## src/rtl/freq_div_ctrl_pkg.sv

```systemverilog
// Shared types and helpers for the programmable duty-cycle clock divider.
package freq_div_ctrl_pkg;

    localparam int unsigned CFG_ARG_W = 32;

    typedef enum logic [1:0] {
        ST_IDLE = 2'd0,
        ST_RUN  = 2'd1,
        ST_PEND = 2'd2
    } state_e;

    // A config is legal when the period is at least 2 and the high time leaves at least one low cycle.
    function automatic logic cfg_legal(input logic [CFG_ARG_W-1:0] div,
                                       input logic [CFG_ARG_W-1:0] high);
        return (div >= CFG_ARG_W'(2)) && (high >= CFG_ARG_W'(1)) && (high < div);
    endfunction

endpackage

```

## src/rtl/freq_div_phase_cnt.sv

```systemverilog
// Phase counter with wrap and duty compare; all outputs describe the upcoming cycle and are flop-driven.
module freq_div_phase_cnt #(
    parameter int unsigned W = 8
) (
    input  logic         clk,
    input  logic         rst,
    input  logic         en_next,
    input  logic         restart,
    input  logic [W-1:0] div_next,
    input  logic [W-1:0] high_next,
    output logic         div_clk,
    output logic         period_end
);

    logic [W-1:0] cnt;
    logic [W-1:0] cnt_nxt;

    // Next phase: hold at 0 when stopped or restarting, otherwise count and wrap at div-1.
    always_comb begin
        cnt_nxt = '0;
        if (en_next && !restart) begin
            if (cnt != div_next - W'(1)) begin
                cnt_nxt = cnt + W'(1);
            end
        end
    end

    // Register phase, duty output and last-cycle flag together so they stay aligned.
    always_ff @(posedge clk) begin
        if (rst) begin
            cnt        <= '0;
            div_clk    <= 1'b0;
            period_end <= 1'b0;
        end else begin
            cnt        <= cnt_nxt;
            div_clk    <= en_next && (cnt_nxt < high_next);
            period_end <= en_next && (cnt_nxt == div_next - W'(1));
        end
    end

endmodule

```

## src/rtl/freq_div_ctrl.sv

```systemverilog
// Programmable clock divider: config handshake, glitch-free config swap and stop at period boundaries.
module freq_div_ctrl
    import freq_div_ctrl_pkg::*;
#(
    parameter int unsigned W = 8
) (
    input  logic         i_clk,
    input  logic         i_rst,
    input  logic         i_cfg_valid,
    input  logic [W-1:0] i_cfg_div,
    input  logic [W-1:0] i_cfg_high,
    output logic         o_cfg_ready,
    input  logic         i_stop,
    output logic         o_div_clk,
    output logic         o_cfg_err,
    output logic         o_active,
    output logic         o_period_end,
    output logic [W-1:0] o_cur_div,
    output logic [W-1:0] o_cur_high
);

    state_e       state, state_nxt;
    logic         stop_q, stop_nxt;
    logic [W-1:0] pend_div_q, pend_div_nxt;
    logic [W-1:0] pend_high_q, pend_high_nxt;
    logic [W-1:0] cur_div_nxt, cur_high_nxt;
    logic         cfg_err_nxt;
    logic         restart;
    logic         xfer;
    logic         legal;
    logic         stop_eff;

    // Ready is forced low during reset so nothing is accepted while the block is being cleared.
    assign o_cfg_ready = !i_rst && ((state == ST_IDLE) || ((state == ST_RUN) && !stop_q));
    assign xfer        = i_cfg_valid && o_cfg_ready;
    assign legal       = cfg_legal(CFG_ARG_W'(i_cfg_div), CFG_ARG_W'(i_cfg_high));
    // A stop requested in the last cycle of a period takes effect at that same boundary.
    assign stop_eff    = stop_q || i_stop;

    // Next-state, pending-config and applied-config selection.
    always_comb begin
        state_nxt     = state;
        stop_nxt      = stop_q;
        pend_div_nxt  = pend_div_q;
        pend_high_nxt = pend_high_q;
        cur_div_nxt   = o_cur_div;
        cur_high_nxt  = o_cur_high;
        restart       = 1'b0;
        cfg_err_nxt   = xfer && !legal;

        unique case (state)
            ST_IDLE: begin
                if (xfer && legal) begin
                    state_nxt    = ST_RUN;
                    cur_div_nxt  = i_cfg_div;
                    cur_high_nxt = i_cfg_high;
                    restart      = 1'b1;
                end
            end
            ST_RUN: begin
                if (o_period_end) begin
                    if (stop_eff) begin
                        state_nxt = ST_IDLE;
                        stop_nxt  = 1'b0;
                    end else if (xfer && legal) begin
                        cur_div_nxt  = i_cfg_div;
                        cur_high_nxt = i_cfg_high;
                        restart      = 1'b1;
                    end
                end else begin
                    stop_nxt = stop_eff;
                    if (xfer && legal) begin
                        state_nxt     = ST_PEND;
                        pend_div_nxt  = i_cfg_div;
                        pend_high_nxt = i_cfg_high;
                    end
                end
            end
            ST_PEND: begin
                if (o_period_end) begin
                    if (stop_eff) begin
                        state_nxt = ST_IDLE;
                        stop_nxt  = 1'b0;
                    end else begin
                        state_nxt    = ST_RUN;
                        cur_div_nxt  = pend_div_q;
                        cur_high_nxt = pend_high_q;
                        restart      = 1'b1;
                    end
                    pend_div_nxt  = '0;
                    pend_high_nxt = '0;
                end else begin
                    stop_nxt = stop_eff;
                end
            end
            default: begin
                state_nxt = ST_IDLE;
            end
        endcase
    end

    // Control state and registered status outputs.
    always_ff @(posedge i_clk) begin
        if (i_rst) begin
            state       <= ST_IDLE;
            stop_q      <= 1'b0;
            pend_div_q  <= '0;
            pend_high_q <= '0;
            o_cur_div   <= '0;
            o_cur_high  <= '0;
            o_cfg_err   <= 1'b0;
            o_active    <= 1'b0;
        end else begin
            state       <= state_nxt;
            stop_q      <= stop_nxt;
            pend_div_q  <= pend_div_nxt;
            pend_high_q <= pend_high_nxt;
            o_cur_div   <= cur_div_nxt;
            o_cur_high  <= cur_high_nxt;
            o_cfg_err   <= cfg_err_nxt;
            o_active    <= (state_nxt != ST_IDLE);
        end
    end

    freq_div_phase_cnt #(.W(W)) u_phase_cnt (
        .clk        (i_clk),
        .rst        (i_rst),
        .en_next    (state_nxt != ST_IDLE),
        .restart    (restart),
        .div_next   (cur_div_nxt),
        .high_next  (cur_high_nxt),
        .div_clk    (o_div_clk),
        .period_end (o_period_end)
    );

endmodule

```

## config.mk

```make
export PLATFORM = sky130hd
export DESIGN_NAME = freq_div_ctrl
export DESIGN_NICKNAME = d
export VERILOG_FILES = /design/src/rtl/freq_div_ctrl_pkg.sv /design/src/rtl/freq_div_phase_cnt.sv /design/src/rtl/freq_div_ctrl.sv
export SDC_FILE = /design/constraint.sdc
export NUM_CORES = 1
export LEC_CHECK = 0
export ABC_CLOCK_PERIOD_IN_PS = 17500
export CAP_MARGIN = 10
export CORE_ASPECT_RATIO = 1.25
export CORE_MARGIN = 2
export CORE_UTILIZATION = 40
export DETAILED_ROUTE_END_ITERATION = 10
export GPL_TIMING_DRIVEN = 1
export PLACE_DENSITY = 0.61
export SYNTH_ARGS = -nofsm -noshare
export SYNTH_HDL_FRONTEND = slang
export SYNTH_HIERARCHICAL = 1
export SYNTH_SLANG_ARGS = --single-unit
```

## constraint.sdc

```tcl
create_clock -name i_clk -period 17.5 [get_ports i_clk]
set_input_delay 3.5 -clock i_clk [delete_from_list [all_inputs] [get_ports i_clk]]
set_output_delay 3.5 -clock i_clk [all_outputs]
set_load 0.02 [all_outputs]
```

* Word-level counts from Yosys, hierarchy flattened *
Cells that the tools add are included.

word-level totals
  bits in registers = 47
  latch bits = 0
  RAM bits = 0
  ROM bits = 0
  input port bits = 20
  output and inout port bits = 21
  logic and storage cells = 83
  memories kept = 0

operators by class
  add/subtract/negate cells = 2
  multiply operators = 0
  div/mod/pow operators = 0
  magnitude comparators = 4
  equal/unequal tests = 8
  shift operators = 0
  multiplexer cells = 36
  bitwise gates (word level) = 0
  reductions and logical operators = 22

operators by type and width
  cell                                                                                 number
  8-bit 2-to-1 mux                                                                     17
  8-bit case mux with 3 select lines                                                   2
  8-bit case mux with 2 select lines                                                   2
  8-bit less-than comparator                                                           2
  1-bit logical AND                                                                    10
  2-bit 2-to-1 mux                                                                     5
  8-bit by 1-bit adder with 8-bit output, second input constant                        1
  8-bit == test                                                                        1
  8-bit by 1-bit greater-or-equal comparator with 1-bit output, second input constant  1
  8-bit by 2-bit greater-or-equal comparator with 1-bit output, second input constant  1
  1-bit 2-to-1 mux                                                                     8
  8-bit inequality test                                                                1
  8-bit by 1-bit subtractor with 8-bit output, second input constant                   1
  2-bit case mux with 3 select lines                                                   1
  1-bit zero test                                                                      4
  2-bit by 1-bit inequality test with 1-bit output, second input constant              2
  2-bit inequality test, second input constant                                         2
  4-bit AND reduction                                                                  1
  2-bit nonzero test                                                                   2
  1-bit case mux with 3 select lines                                                   1
  2-bit by 1-bit == test with 1-bit output, second input constant                      1
  2-bit == test, second input constant                                                 1
  2-bit zero test                                                                      1
  1-bit logical OR                                                                     2
  2 further kinds                                                                      2

* Longest topological paths before layout *
  word-level depth = 16
  gate-level depth with buffers = 25
  depth with buffers taken out = 21

* By module *
Netlist, hierarchy kept.

modules (own cells, without submodules)
  module              times used  cells an instance  area each (sq um)  sequential area each (sq um)
  freq_div_ctrl       1           311                2372.3             740.7
  freq_div_phase_cnt  1           146                1162.4             200.2

* Worst setup path before layout *
No wires, ideal clock.

  kind = input -> register
  start point = input port i_cfg_div[1]
  end point = register u_phase_cnt.div_clk
  library setup time = 0.058 ns
  arrival time = 8.032 ns
  data required time = 17.442 ns
  setup slack = 9.410 ns
  stages on the path = 24
  path buffers = 3
  cells stage by stage = inv_1 -> ha_1 -> o21ai_0 -> nor2_1 -> o31ai_1 -> nand3_1 -> clkbuf_1 -> a221oi_1 -> nor2b_1 -> buf_6 -> inv_1 -> ha_1 -> nor3b_2 -> nand2_1 -> xor2_4 -> a21oi_1 -> o41ai_4 -> buf_6 -> nor2_1 -> ha_1 -> a21o_1 -> a21o_1 -> a211oi_1 -> o21a_1

on the way
  cells in the longest elaborated chain, start to end = 14
  elaborated cells between the ends (all ways) = 30
  those cells by class = add/sub: 1; order compare: 3; eq/ne: 1; mux: 18; reduce/logical: 7

ends and longest elaborated chain
  what                                                          RTL line                                  text
  from (decl)                                                   freq_div_ctrl.sv:10                       input logic [W-1:0] i_cfg_div,
  8-bit by 2-bit greater-or-equal comparator with 1-bit output  freq_div_ctrl_pkg.sv:15                   return (div >= CFG_ARG_W'(2)) && (high >= CFG_ARG_W'(1)) && (high < div);
  1-bit logical AND                                             freq_div_ctrl_pkg.sv:15
  1-bit logical AND *                                           freq_div_ctrl_pkg.sv:15
  1-bit logical AND *                                           freq_div_ctrl.sv:53, freq_div_ctrl.sv:65
  8-bit 2-to-1 mux *                                            freq_div_ctrl.sv:53, freq_div_ctrl.sv:65
  8-bit 2-to-1 mux                                              freq_div_ctrl.sv:62                       if (stop_eff) begin
  8-bit 2-to-1 mux                                              freq_div_ctrl.sv:61                       if (o_period_end) begin
  8-bit case mux with 3 select lines *                          freq_div_ctrl.sv:51                       unique case (state)
  named net cur_div_nxt[0]                                      freq_div_ctrl.sv:26                       logic [W-1:0] cur_div_nxt, cur_high_nxt;
  8-bit by 1-bit subtractor with 8-bit output *                 freq_div_phase_cnt.sv:22                  if (cnt != div_next - W'(1)) begin
  8-bit inequality test *                                       freq_div_phase_cnt.sv:22
  8-bit 2-to-1 mux *                                            freq_div_phase_cnt.sv:22
  8-bit 2-to-1 mux *                                            freq_div_phase_cnt.sv:21                  if (en_next && !restart) begin
  named net u_phase_cnt.cnt_nxt[5]                              freq_div_phase_cnt.sv:16                  logic [W-1:0] cnt_nxt;
  8-bit less-than comparator *                                  freq_div_phase_cnt.sv:36                  div_clk <= en_next && (cnt_nxt < high_next);
  1-bit logical AND *                                           freq_div_phase_cnt.sv:36
  to (signal assigned)                                          freq_div_phase_cnt.sv:36
  to (decl)                                                     freq_div_phase_cnt.sv:11                  output logic div_clk,

The timed path passes the listed nets; every way through them passes the cells marked *.
A chain may end at the register's enable or synchronous reset.

* Final worst setup path *
Ends and elaborated chain as after synthesis.

==> out/results.txt <==
The run finished with clean final reports. The clock passes through at most 2 buffers. For the total half-perimeter wirelength after legalization and detailed placement, the log shows 7420 um. Of the synthesized area, sequential elements account for 26.6%. X dimension of the die: 88.1 um. The number of nets handed over by synthesis was 497.

After detailed routing, the total wire length is 10,100 um. After detailed routing, the number of remaining DRC violations is 0. Setup repair after global routing left no endpoint under its margin. At the end of routability-driven placement, the weighted congestion stood at 0.878.

The tools report the number of pins exceeding their max-slew limit in the final report as 0. The floorplan has 38 rows. The largest fanout on the critical path came out at 17.

The number of flops mapped to enable cells by yosys works out to 0. The number of antenna diodes in the final layout is 0. In the finished design, the share of the clock period the worst path needs comes to 54.0%. The library cell used most frequently in the layout, excluding fill and tap cells, is nand2_1. Entering global routing, the biggest net connects 40 pins. The run gives 21.7% as the total global routing track utilization. The design draws 289 uW. The worst setup path is of the in -> reg kind. Clock skew on the completed layout was measured at 0.00953 ns.

The run gives 3530 um2 as the area of the mapped netlist. The tools report the startpoint class of the critical path as an input port. The number of buffers added to fix hold violations after cts is 0, and the fraction of layout cells with a size suffix above 1 is 7.11%. The power per unit of standard cell area was 70.6 nW/um2; the proportion of synthesized flip-flops having asynchronous set or reset was 0%.

In this run the tightest slew margin relative to its limit is 42.2%. Nature of the critical path endpoint: a register. Data arrives at the worst endpoint at 9.71 ns. In the layout the commonest cells are nand2_1 (60), dfxtp_1 (47), a21oi_1 (40), clkdlybuf4s50_1 (40), nor2_1 (37). The run gives 0 as the number of max-capacitance violations reported. The initial core utilization was 40.8%.

The worst endpoint required time was 17.75 ns. For the number of H-tree levels, the log shows 2. For this run, the slowest stage of the critical path takes 0.82 ns. Walking the worst path, the cells encountered are clkdlybuf4s50_1, inv_1, ha_1, o21ai_0, nor2_1, o31ai_1, nand3_1, a221oi_1, nor2b_1, inv_1, ha_1, nor3b_2, nand2_1, xor2_4, a21oi_1, o41ai_4, nor2_1, ha_1, a21o_1, a21o_1, a211oi_1, o21a_1. CTS root buffer: clkbuf_8.

The synthesized design contains 47 register bits. In the synthesized netlist, the number of instances is 457. The slowest stage of the critical path belongs to the cell o41ai_4. The tree built by TritonCTS fans out to 47 sinks. The top achievable clock speed was 0.106 GHz. Adding up every negative setup slack in the final design gives 0 ns.

At the later pin of the worst-skew pair, clock insertion delay measures 0.31 ns. The slew at the pin with the worst max-slew slack came out at 0.860 ns. After detailed routing, the met3 layer carries 508 um of wire.

The number of antenna violations at the first check in global routing came out at 0. Port buffering added 40 buffers. The met2 wirelength from detailed routing was 4940 um.

The Yosys step of the flow raised 6 warnings. The detail-routed via count per cell is 5.69. The tools report the post-layout net count as 517. The floorplan step defined a die boundary enclosing 9610 um2. The number of cells upsized or downsized after cts was 0.

TritonCTS built the clock tree. After synthesis, the netlist uses 59 different library cells. The path type of the worst min-delay path was reg -> reg.

The clock-pin slew of the registers on the worst-case setup and hold paths is 0.10 ns. The count of final hold-check violations was 0; the total grt overflow was 0. A synthesized cell averages 7.73 um2.

The gate family responsible for the most delay along the worst path is compound AO/OA/AOI/OAI gates. The most prevalent standard cell on the critical path was ha_1. For the reported leakage power, the log shows 0.00153 uW. The final route contains 3,402 vias.

The worst path buffer plus inverter count was 3; the placeable core area was 8650 um2. The total clock buffers created by CTS is 5, and the area growth from synthesis to layout is 15.6%. From bottom edge to top edge, the die measures 109 um. The most used flip-flop cell after synthesis is dfxtp_1.

The worst voltage drop across the vdd grid was 0.0302 mV. Routed signal wires occupy layers up through met4. In the final routed layout, each cell accounts on average for 16.9 um. The detail route stage leaves a number of antenna-violating nets equal to 0. The pre-antenna-repair detailed-routing pass consisted of 4 iterations. The I/O pin count was 41.

The tools report the via count of the first global-routing pass as 3,069. In the final routing, the length of wire on met1 measures 4430 um. The post-route minimum period was 9.45 ns; the total setup violations reported at the end of the flow was 0.

Once the clock tree was built, the setup fixing pass inserted 0 buffers. The first routing iteration left 206 violations. Wire length of the first global-routing pass: 16,200 um.
==> per-layer routing <==
metal,vias up,GRT usage [%]
met3,17,3.18
met1,1611,28.5
met2,101,36.0
met4,0,8.01
met5,-,0
li1,1673,-
==> report_power, final <==
part	switching (uW)	total (uW)	internal [uW]
clock	40.2	97.4	57.2
sequential	2.82	112	110
combinational	45.7	78.8	33.1
total	88.7	289	200
==> final timing paths <==
path                                startpoint                   to  slack (ns)  depth (start not counted)
worst max-delay path              i_cfg_div[1]  u_phase_cnt/div_clk        8.05                         22
worst min-delay path            pend_high_q[5]       pend_high_q[5]        0.47                          2
worst max register to register        state[0]  u_phase_cnt/div_clk       11.40                         19
worst min register to register  pend_high_q[5]       pend_high_q[5]        0.47                          2
==> layout make-up <==
| cell class | instances | area [um2] |
|---|---|---|
| clock buffer | 6 | 72.6 |
| clock inverter | 2 | 60.1 |
| fill | 895 | 4570 |
| inverter | 25 | 93.8 |
| multi-input combinational | 356 | 2350 |
| sequential | 47 | 941 |
| tap | 120 | 150 |
| timing repair buffer | 42 | 415 |
==> synth_stat cells, drive strengths merged, types with 8 or more instances <==
cell / instances / share of area [%]
nor3b: 15 / 3.3
inv: 24 / 2.5
dfxtp: 47 / 27
xnor2: 12 / 3.0
nor2: 38 / 4.2
xor2: 9 / 2.8
clkbuf: 19 / 2.0
a21oi: 40 / 5.7
a211oi: 9 / 1.9
nor4: 8 / 2.4
ha: 20 / 7.1
nor2b: 14 / 2.5
a221oi: 16 / 4.0
buf: 10 / 2.1
nand3: 22 / 3.1
nand2: 60 / 6.4
o21ai: 21 / 3.1
==> through the flow <==
step	instances	utilization [%]	hold WS, ns	area (um2)	worst slack [ns]
floorplan	457	-	0.444	3530	9.41
global placement	590	45.7	0.457	3950	7.97
detailed placement	590	45.7	0.459	3950	7.78
CTS	598	47.2	0.473	4090	8.07
global route	598	47.2	0.498	4090	7.63
finish	598	47.2	0.475	4090	8.05
==> flip-flops by register name, indices dropped and copies added (netlist names) <==
signal	cells
o_cur_high	8
state	2
stop_q	1
pend_div_q	8
o_cfg_err	1
u_phase_cnt/div_clk	1
o_cur_div	8
o_active	1
u_phase_cnt/cnt	8
u_phase_cnt/period_end	1
pend_high_q	8
==> tightest hold or removal path: cells and delay by family (launching register included) <==
family          cells  cell delay (ns)
compound gates      1             0.06
flops               1             0.32
simple gates        1             0.06
==> kinds of logic after synthesis <==
kind of cell / share of synthesized area, %
and+or+nand+nor: 27.1
AOI/OAI and AO/OA: 23.7
buffers and inverters: 6.80
DFF: 26.6
xor gates and xnor gates: 5.73
adders and majority gates: 7.08
muxes: 3.01
Power figures use the tool's default switching activity.
